## src/rtl/rr_onehot_arbiter.sv

```systemverilog
// Round-robin arbiter: registered binary grant plus one-hot decode,
// grant held until release, request drop or hold limit.
module rr_onehot_arbiter #(
    parameter int NUM_REQ  = 15,
    parameter int MAX_HOLD = 16
) (
    input  logic               clk_i,
    input  logic               rst_i,
    input  logic [NUM_REQ-1:0] req_i,
    input  logic               release_i,
    output logic               grant_valid_o,
    output logic [3:0]         grant_idx_o,
    output logic [14:0]        grant_onehot_o,
    output logic               timeout_o
);

    typedef enum logic {
        IDLE  = 1'b0,
        GRANT = 1'b1
    } state_e;

    state_e      state_q, state_d;
    logic [3:0]  ptr_q, ptr_d;
    logic [7:0]  hold_q, hold_d;
    logic [3:0]  idx_q, idx_d;
    logic        to_q, to_d;

    logic [15:0] req_ext;
    logic        found;
    logic [3:0]  pick;
    logic [3:0]  ptr_nxt;
    logic        end_rel, end_drop, end_lim;

    assign req_ext = {{(16-NUM_REQ){1'b0}}, req_i};

    // First set request at or after ptr, wrapping at NUM_REQ.
    always_comb begin
        found = 1'b0;
        pick  = 4'd0;
        for (int k = 0; k < NUM_REQ; k++) begin
            int unsigned j;
            j = int'(ptr_q) + k;
            if (j >= NUM_REQ) j = j - NUM_REQ;
            if (!found && req_ext[j[3:0]]) begin
                found = 1'b1;
                pick  = j[3:0];
            end
        end
    end

    assign ptr_nxt  = (idx_q == 4'(NUM_REQ-1)) ? 4'd0 : idx_q + 4'd1;
    assign end_rel  = release_i;
    assign end_drop = !req_ext[idx_q];
    assign end_lim  = (hold_q == 8'(MAX_HOLD-1));

    always_comb begin
        state_d = state_q;
        ptr_d   = ptr_q;
        hold_d  = hold_q;
        idx_d   = idx_q;
        to_d    = 1'b0;
        unique case (state_q)
            IDLE: begin
                if (found) begin
                    idx_d   = pick;
                    hold_d  = 8'd0;
                    state_d = GRANT;
                end
            end
            GRANT: begin
                hold_d = (hold_q == 8'hFF) ? hold_q : hold_q + 8'd1;
                if (end_rel || end_drop || end_lim) begin
                    state_d = IDLE;
                    ptr_d   = ptr_nxt;
                    to_d    = end_lim && !end_rel && !end_drop;
                end
            end
            default: state_d = IDLE;
        endcase
    end

    always_ff @(posedge clk_i) begin
        if (rst_i) begin
            state_q <= IDLE;
            ptr_q   <= 4'd0;
            hold_q  <= 8'd0;
            idx_q   <= 4'd0;
            to_q    <= 1'b0;
        end else begin
            state_q <= state_d;
            ptr_q   <= ptr_d;
            hold_q  <= hold_d;
            idx_q   <= idx_d;
            to_q    <= to_d;
        end
    end

    assign grant_valid_o = (state_q == GRANT);
    assign grant_idx_o   = grant_valid_o ? idx_q : 4'd0;
    assign timeout_o     = to_q;

    always_comb begin
        grant_onehot_o = 15'd0;
        for (int i = 0; i < NUM_REQ; i++) begin
            grant_onehot_o[i] = grant_valid_o && (idx_q == 4'(i));
        end
    end

endmodule

```

## config.mk

```make
export PLATFORM = sky130hd
export DESIGN_NAME = rr_onehot_arbiter
export DESIGN_NICKNAME = d
export VERILOG_FILES = /design/src/rtl/rr_onehot_arbiter.sv
export SDC_FILE = /design/constraint.sdc
export NUM_CORES = 1
export LEC_CHECK = 0
export CAP_MARGIN = 40
export CORE_ASPECT_RATIO = 1.2
export CORE_MARGIN = 2
export CORE_UTILIZATION = 25
export CTS_CLUSTER_DIAMETER = 60
export DETAILED_ROUTE_END_ITERATION = 8
export SETUP_SLACK_MARGIN = 0.15
export SLEW_MARGIN = 20
export SYNTH_ARGS = -nofsm -noshare
export SYNTH_HDL_FRONTEND = slang
export SYNTH_SLANG_ARGS = --single-unit
```

## constraint.sdc

```tcl
create_clock -name clk_i -period 5.3 [get_ports clk_i]
set_input_delay 1.06 -clock clk_i [delete_from_list [all_inputs] [get_ports clk_i]]
set_output_delay 1.06 -clock clk_i [all_outputs]
set_load 0.1 [all_outputs]
```

==> results of run 1 <==
## synthesized netlist by cell type, types with 24 or more instances
master    instances  area share [%]
o21ai_0          86             5.3
and2_1           24             1.8
mux2i_1          60             7.3
clkbuf_1         51             2.3
a211oi_1         26             2.4
inv_1            31             1.4
nor3_1           39             2.4
a21oi_1          89             5.5
nor2_1           88             4.0
xnor2_1          25             2.7
nand2_1         116             5.3
a31oi_1          24             1.8
buf_2            35             2.1
nand3_1          53             3.2
## worst register-to-register path, stage by stage, from the launching register on
cell       delay [ns]
dfxtp_4          0.48
ha_1             0.52
buf_4            0.28
nand2_1          0.27
o211ai_1         0.25
o211ai_2         0.23
a2111oi_1        0.56
o21ai_0          0.22
and2_1           0.19
a211o_1          0.44
buf_4            0.24
or3_4            0.40
nor3_1           0.33
a311oi_1         0.09
o21ai_0          0.19
a31oi_1          0.13
## where the power goes
group	internal (mW)	total (mW)	leakage, nW	switching, mW
clock network	0.116	0.181	0.0442	0.0650
logic	1.91	5.25	3.34	3.34
registers	0.160	0.252	0.149	0.0919
## cell families after synthesis
logic type / Yosys count
flip-flops: 18
AO/OA/AOI/OAI: 470
AND/OR/NAND/NOR: 427
multiplexers: 92
adder cells (fa/ha/maj): 17
XOR/XNOR: 30
buffers and inverters: 143
## flip-flops by register name (all words and copies together) (netlist names)
register,count
hold_q,8
idx_q,4
ptr_q,4
grant_valid_o,1
timeout_o,1
## what timing repair did
item | 4_1_cts | 5_1_grt
buffers inserted | 0 | 3
hold endpoints to repair | 0 | 0
endpoints found under the setup margin | 0 | 10
resized for setup | 0 | 9
## cell type report
cell class | count | area (sq um) | share of cell area (%)
multi-input cells | 1036 | 7200 | 74.4
repair buffers | 147 | 1390 | 14.4
well taps | 407 | 509 | 5.26
flip-flops and latches | 18 | 367 | 3.79
inverters | 32 | 120 | 1.24
clock buffers | 4 | 88.8 | 0.918
diodes | 1 | 2.50 | 0.0258
## metal layers
metal  GRT usage, %  vias up
met2           36.1      704
met1           28.3     4910
met5              0        -
met3           3.84      197
li1               -     4704
met4           15.4        2
## cells in the final DEF, fill, tap and decap left out, drive strengths merged, types with 9 or more instances in the layout
| cell | count |
|---|---|
| nand2 | 117 |
| buf | 109 |
| o21ai | 93 |
| a21oi | 92 |
| nor2 | 89 |
| mux2i | 60 |
| nand3 | 54 |
| nor3 | 39 |
| clkdlybuf4s50 | 38 |
| inv | 32 |
| a211oi | 28 |
| xnor2 | 26 |
| and2 | 24 |
| a31oi | 24 |
| o31ai | 19 |
| mux2 | 18 |
| o211ai | 18 |
| dfxtp | 18 |
| ha | 17 |
| nand2b | 16 |
| nor2b | 16 |
| a21o | 15 |
| mux4 | 14 |
| a211o | 14 |
| or2 | 12 |
| a2111oi | 12 |
| o221ai | 11 |
| o22ai | 11 |
| a22oi | 11 |
| and3 | 10 |
| a311oi | 9 |
## how the worst min path moves through the flow
stage,startpoint,end,slack [ns]
floorplan,hold_q[7]$_SDFFE_PP0P_,hold_q[7]$_SDFFE_PP0P_,0.46
global placement,hold_q[7]$_SDFFE_PP0P_,hold_q[7]$_SDFFE_PP0P_,0.51
detailed placement,hold_q[7]$_SDFFE_PP0P_,hold_q[7]$_SDFFE_PP0P_,0.50
CTS,hold_q[7]$_SDFFE_PP0P_,hold_q[7]$_SDFFE_PP0P_,0.51
global route,hold_q[7]$_SDFFE_PP0P_,hold_q[7]$_SDFFE_PP0P_,0.55
finish,hold_q[7]$_SDFFE_PP0P_,hold_q[7]$_SDFFE_PP0P_,0.53
==> qor.csv, run 1 <==
stage,metric,value,unit
pwr,power_density,587,nW/um^2
floorplan,ios,39,
setup_path,reg2reg_from,ptr_q[0]$_SDFFE_PP0P_,
routing,drcViolationCount,0,
synth,ys_async_sr_fraction,0,%
routing,avgRoutedWirePerCell,24.5,microns
floorplan,start_util,25.3,%
setup_path,r2r_slack,0.35,ns
clock_network,cts-root-buf,clkbuf_16,
final_layout,final_area,9680,sq um
setup_path,cp_num_buf_inv,2,
synth,synth-simple-area-share,26.1,%
synth,synth_warnings,0,
synth,yosys.area_share.adder,2.60,%
clock_network,cts_num_sinks,18,
place,dpl-instance-area,9530,sq um
clock_network,hold_buffers,0,
floorplan,chipWidth,169,microns
clock_network,cts.htree.levels,1,
clock_network,clkTransAtPathRegs,0.05,ns
status,status,finished clean,
routing,num_vias,10517,
place,place_hpwl,30.2,mm
synth,synth_compound_area_share,41.5,%
setup_path,end_kind,flip-flop,
routing,maxUsedRoutingLayer,met5,
timing,fmax,202,MHz
timing,layout_min_cycle_time,4.95,ns
synth,synth_edf_count,0,
grt,grt_pass1_wl,60.2,mm
floorplan,die-area,34200,sq um
timing,setup_violations,0,
setup_path,start_kind,flip-flop,
grt,grt_max_degree,76,
pwr,leakagePower,3.54,nW
final_layout,final_util,30.0,%
setup_path,required,5.43,ns
routing,viasPerCell,6.39,
floorplan,die_h,202,microns
hold_path,hold_depth,1,
timing,hold_viol,0,
pwr,p_total,5.68,mW
setup_path,critPathKind,reg2reg,
timing,finalCritPeriodShare,93.3,%
clock_network,cts_tree,yes,
setup_path,path_depth,15,
synth,syn_inst,1197,
timing,whs,0.529,ns
grt,grt_pass1_vias,9781,
routing,dr_wl_met3,3.96,mm
timing,worstMarginPinSlew,0.895,ns
synth,ys_ff_latch,18,
floorplan,num_rows,72,
setup_path,cp_max_fo,12,
synth,synth_xor_area_share,3.54,%
routing,drt_iter0_markers,1153,
final_layout,synthToLayoutAreaGrowth,18.4,%
hold_path,hp-class,reg2reg,
setup_path,crit_slowest_cell,a2111oi_1,
place,pre_cts_ws,0.205,ns
final_layout,layout-drive-gt1-share,16.7,%
final_layout,nets,1273,
setup_path,path_cells,"ha_1, buf_4, nand2_1, o211ai_1, o211ai_2, a2111oi_1, o21ai_0, and2_1, a211o_1, buf_4, or3_4, nor3_1, a311oi_1, o21ai_0, a31oi_1",
clock_network,clockBufferDepth,2,
setup_path,critical-path-top-delay-family,compound AO/OA/AOI/OAI gates,
timing,rsz0062_at_grt,no,
synth,syn-cell-area,8170,sq um
setup_path,cp-startpoint,ptr_q[0]$_SDFFE_PP0P_,
final_layout,fin_cells,1645,
routing,dr_wl_met2,17.7,mm
pwr,peakVddDrop,0.000175,V
synth,muxShareOfSynthArea,13.7,%
routing,drt_wl_total,40.3,mm
flow_run,maxCapViolations,0,
timing,relSlewSlack,40.2,%
setup_path,endpoint,idx_q[3]$_SDFFE_PP0P_,
timing,setup_ws,0.353,ns
routing,wl_met1,15.4,mm
timing,setup_tns,0,ns
timing,slew_viol_final,0,
grt,gr-total-overflow,0,
place,port_buffers,38,
synth,synth_top_family_by_area,compound AO/OA/AOI/OAI gates,
synth,ys.flop_type,dfxtp_1,
synth,avgSynthCellArea,6.83,sq um
synth,syn_nets,1232,
clock_network,clock_insertion_delay_worst_skew,0.27,ns
routing,first_pass_iters,6,
place,place.gp.congestion,1.07,
timing,fin_skew,0.0120,ns
synth,synth.distinct_cells,106,
setup_path,reg2regPathDepth,15,
grt,antenna_found_initial,1,
setup_path,arrival,5.08,ns
setup_path,timing.rr.end,idx_q[3]$_SDFFE_PP0P_,
routing,ant_nets,0,
setup_path,critical-path-max-stage-delay,0.56,ns
floorplan,fp.coreArea,32300,sq um
place,dp.cells,1637,
clock_network,numCtsBuffers,3,
synth,yosysSeqAreaShare,4.41,%
final_layout,nFillCells,3543,
grt,grt_usage,22.8,%
Power figures use the tool's default switching activity.
==> inputs of run 2 (changes only) <==
--- a/config.mk
+++ b/config.mk
@@ -11,7 +11,9 @@
 export CORE_UTILIZATION = 25
 export CTS_CLUSTER_DIAMETER = 60
 export DETAILED_ROUTE_END_ITERATION = 8
+export MAX_ROUTING_LAYER = met4
 export SETUP_SLACK_MARGIN = 0.15
+export SKIP_CTS_REPAIR_TIMING = 1
 export SLEW_MARGIN = 20
 export SYNTH_ARGS = -nofsm -noshare
 export SYNTH_HDL_FRONTEND = slang
==> run 2 against run 1 <==
Utilization grew 0.11 points. Maximum frequency hardly changed. Clock skew decreased by 0.0021 ns. Critical endpoint is now idx_q[1]$_SDFFE_PP0P_. Largest cell class unchanged.
==> qor.csv, run 2 (synthesis results as in run 1) <==
stage,metric,value,unit
clock_network,cts-root-buf,clkbuf_16,
clock_network,cts.htree.levels,1,
clock_network,cts_tree,yes,
routing,num_vias,10557,
status,status,finished clean,
clock_network,clkTransAtPathRegs,0.06,ns
routing,drt_wl_total,39.9,mm
timing,slew_viol_final,0,
final_layout,largest_reg_flops,8,
final_layout,largestRegisters,"hold_q x8, idx_q x4, ptr_q x4",
setup_path,required,5.41,ns
final_layout,nFillCells,3546,
timing,setup_tns,0,ns
grt,grt_max_degree,68,
place,place_hpwl,30.0,mm
clock_network,clockBufferDepth,2,
final_layout,antenna_cells,0,
routing,ant_nets,0,
floorplan,ios,39,
clock_network,cts_num_sinks,18,
timing,fin_skew,0.00985,ns
final_layout,synthToLayoutAreaGrowth,18.9,%
grt,gr-total-overflow,0,
final_layout,nets,1273,
timing,finalCritPeriodShare,93.3,%
floorplan,fp.coreArea,32300,sq um
setup_path,critPathKind,reg2reg,
place,port_buffers,38,
timing,hold_viol,0,
routing,viasPerCell,6.42,
grt,grt_usage,23.2,%
final_layout,layout_common_cells,"115 x nand2_1, 89 x a21oi_1, 88 x nor2_1, 85 x o21ai_0, 85 x buf_4",
routing,first_pass_iters,6,
setup_path,arrival,5.05,ns
pwr,peakVddDrop,0.000186,V
final_layout,multiInputGateArea,7240,sq um
timing,worstMarginPinSlew,0.920,ns
final_layout,largest-register,hold_q,
setup_path,start_kind,flip-flop,
place,pre_cts_ws,0.342,ns
timing,rsz0062_at_grt,no,
routing,avgRoutedWirePerCell,24.3,microns
final_layout,layout_commonest_cell,nand2_1,
grt,grt_pass1_wl,60.4,mm
timing,layout_min_cycle_time,4.94,ns
setup_path,cp_max_fo,17,
clock_network,numCtsBuffers,3,
floorplan,chipWidth,169,microns
floorplan,start_util,25.3,%
hold_path,hp-class,reg2reg,
pwr,power_density,582,nW/um^2
place,dpl-instance-area,9550,sq um
pwr,p_total,5.65,mW
floorplan,die-area,34200,sq um
final_layout,ff_latch_area,367,sq um
timing,setup_ws,0.357,ns
grt,antenna_found_initial,1,
place,place.gp.congestion,1.04,
pwr,leakagePower,3.55,nW
clock_network,clock_insertion_delay_worst_skew,0.26,ns
setup_path,end_kind,flip-flop,
grt,grt_pass1_vias,9905,
routing,drcViolationCount,0,
timing,relSlewSlack,38.2,%
final_layout,layout-drive-gt1-share,17.4,%
floorplan,num_rows,72,
timing,fmax,202,MHz
flow_run,maxCapViolations,0,
final_layout,final_area,9720,sq um
timing,setup_violations,0,
routing,drt_iter0_markers,1151,
floorplan,die_h,202,microns
-- run 2: per-stage QoR --
| stage | cells | utilization (%) | hold WS [ns] |
|---|---|---|---|
| after CTS | 1643 | 29.9 | 0.506 |
| after global placement | 1617 | 28.6 | 0.504 |
| final | 1644 | 30.1 | 0.513 |
| after detailed placement | 1639 | 29.6 | 0.493 |
| after floorplan | 1197 | - | 0.462 |
| after global routing | 1644 | 30.1 | 0.532 |
-- run 2: critical path, cell delays in order (launching register included) --
cell and delay, ns:
dfxtp_2 0.55, inv_1 0.23, ha_1 0.59, buf_4 0.32, a21oi_1 0.13, o211a_1 0.27, nor2_1 0.19, mux4_2 0.54
a211oi_1 0.28, o21ai_0 0.22, a211oi_2 0.32, and3_2 0.35, nand4b_1 0.25, o31ai_1 0.26, a2111oi_0 0.12, o2bb2ai_1 0.17
-- run 2: final cells by class --
cell class | instances | share of cell area, %
multi-input combinational | 1036 | 74.5
timing repair buffer | 147 | 14.3
tap | 407 | 5.24
sequential | 18 | 3.77
inverter | 32 | 1.27
clock buffer | 4 | 0.914
-- run 2: final timing paths --
path | depth (start not counted) | to | slack, ns | start
max | 15 | idx_q[1]$_SDFFE_PP0P_ | 0.36 | ptr_q[2]$_SDFFE_PP0P_
min | 1 | hold_q[7]$_SDFFE_PP0P_ | 0.51 | hold_q[7]$_SDFFE_PP0P_
max reg2reg | 15 | idx_q[1]$_SDFFE_PP0P_ | 0.36 | ptr_q[2]$_SDFFE_PP0P_
min reg2reg | 1 | hold_q[7]$_SDFFE_PP0P_ | 0.51 | hold_q[7]$_SDFFE_PP0P_
-- run 2: power by group --
part           switching, mW  internal (mW)  leakage [nW]
registers             0.0992          0.160         0.149
clock network         0.0586          0.115        0.0442
logic                   3.31           1.91          3.36
-- run 2: layer usage --
layer / vias to the layer above / GRT usage, % / share of wire (%)
met5: - / - / 0
met1: 4996 / 28.7 / 38
li1: 4704 / - / -
met3: 160 / 2.80 / 10
met2: 697 / 36.7 / 45
met4: 0 / 12.6 / 6.7
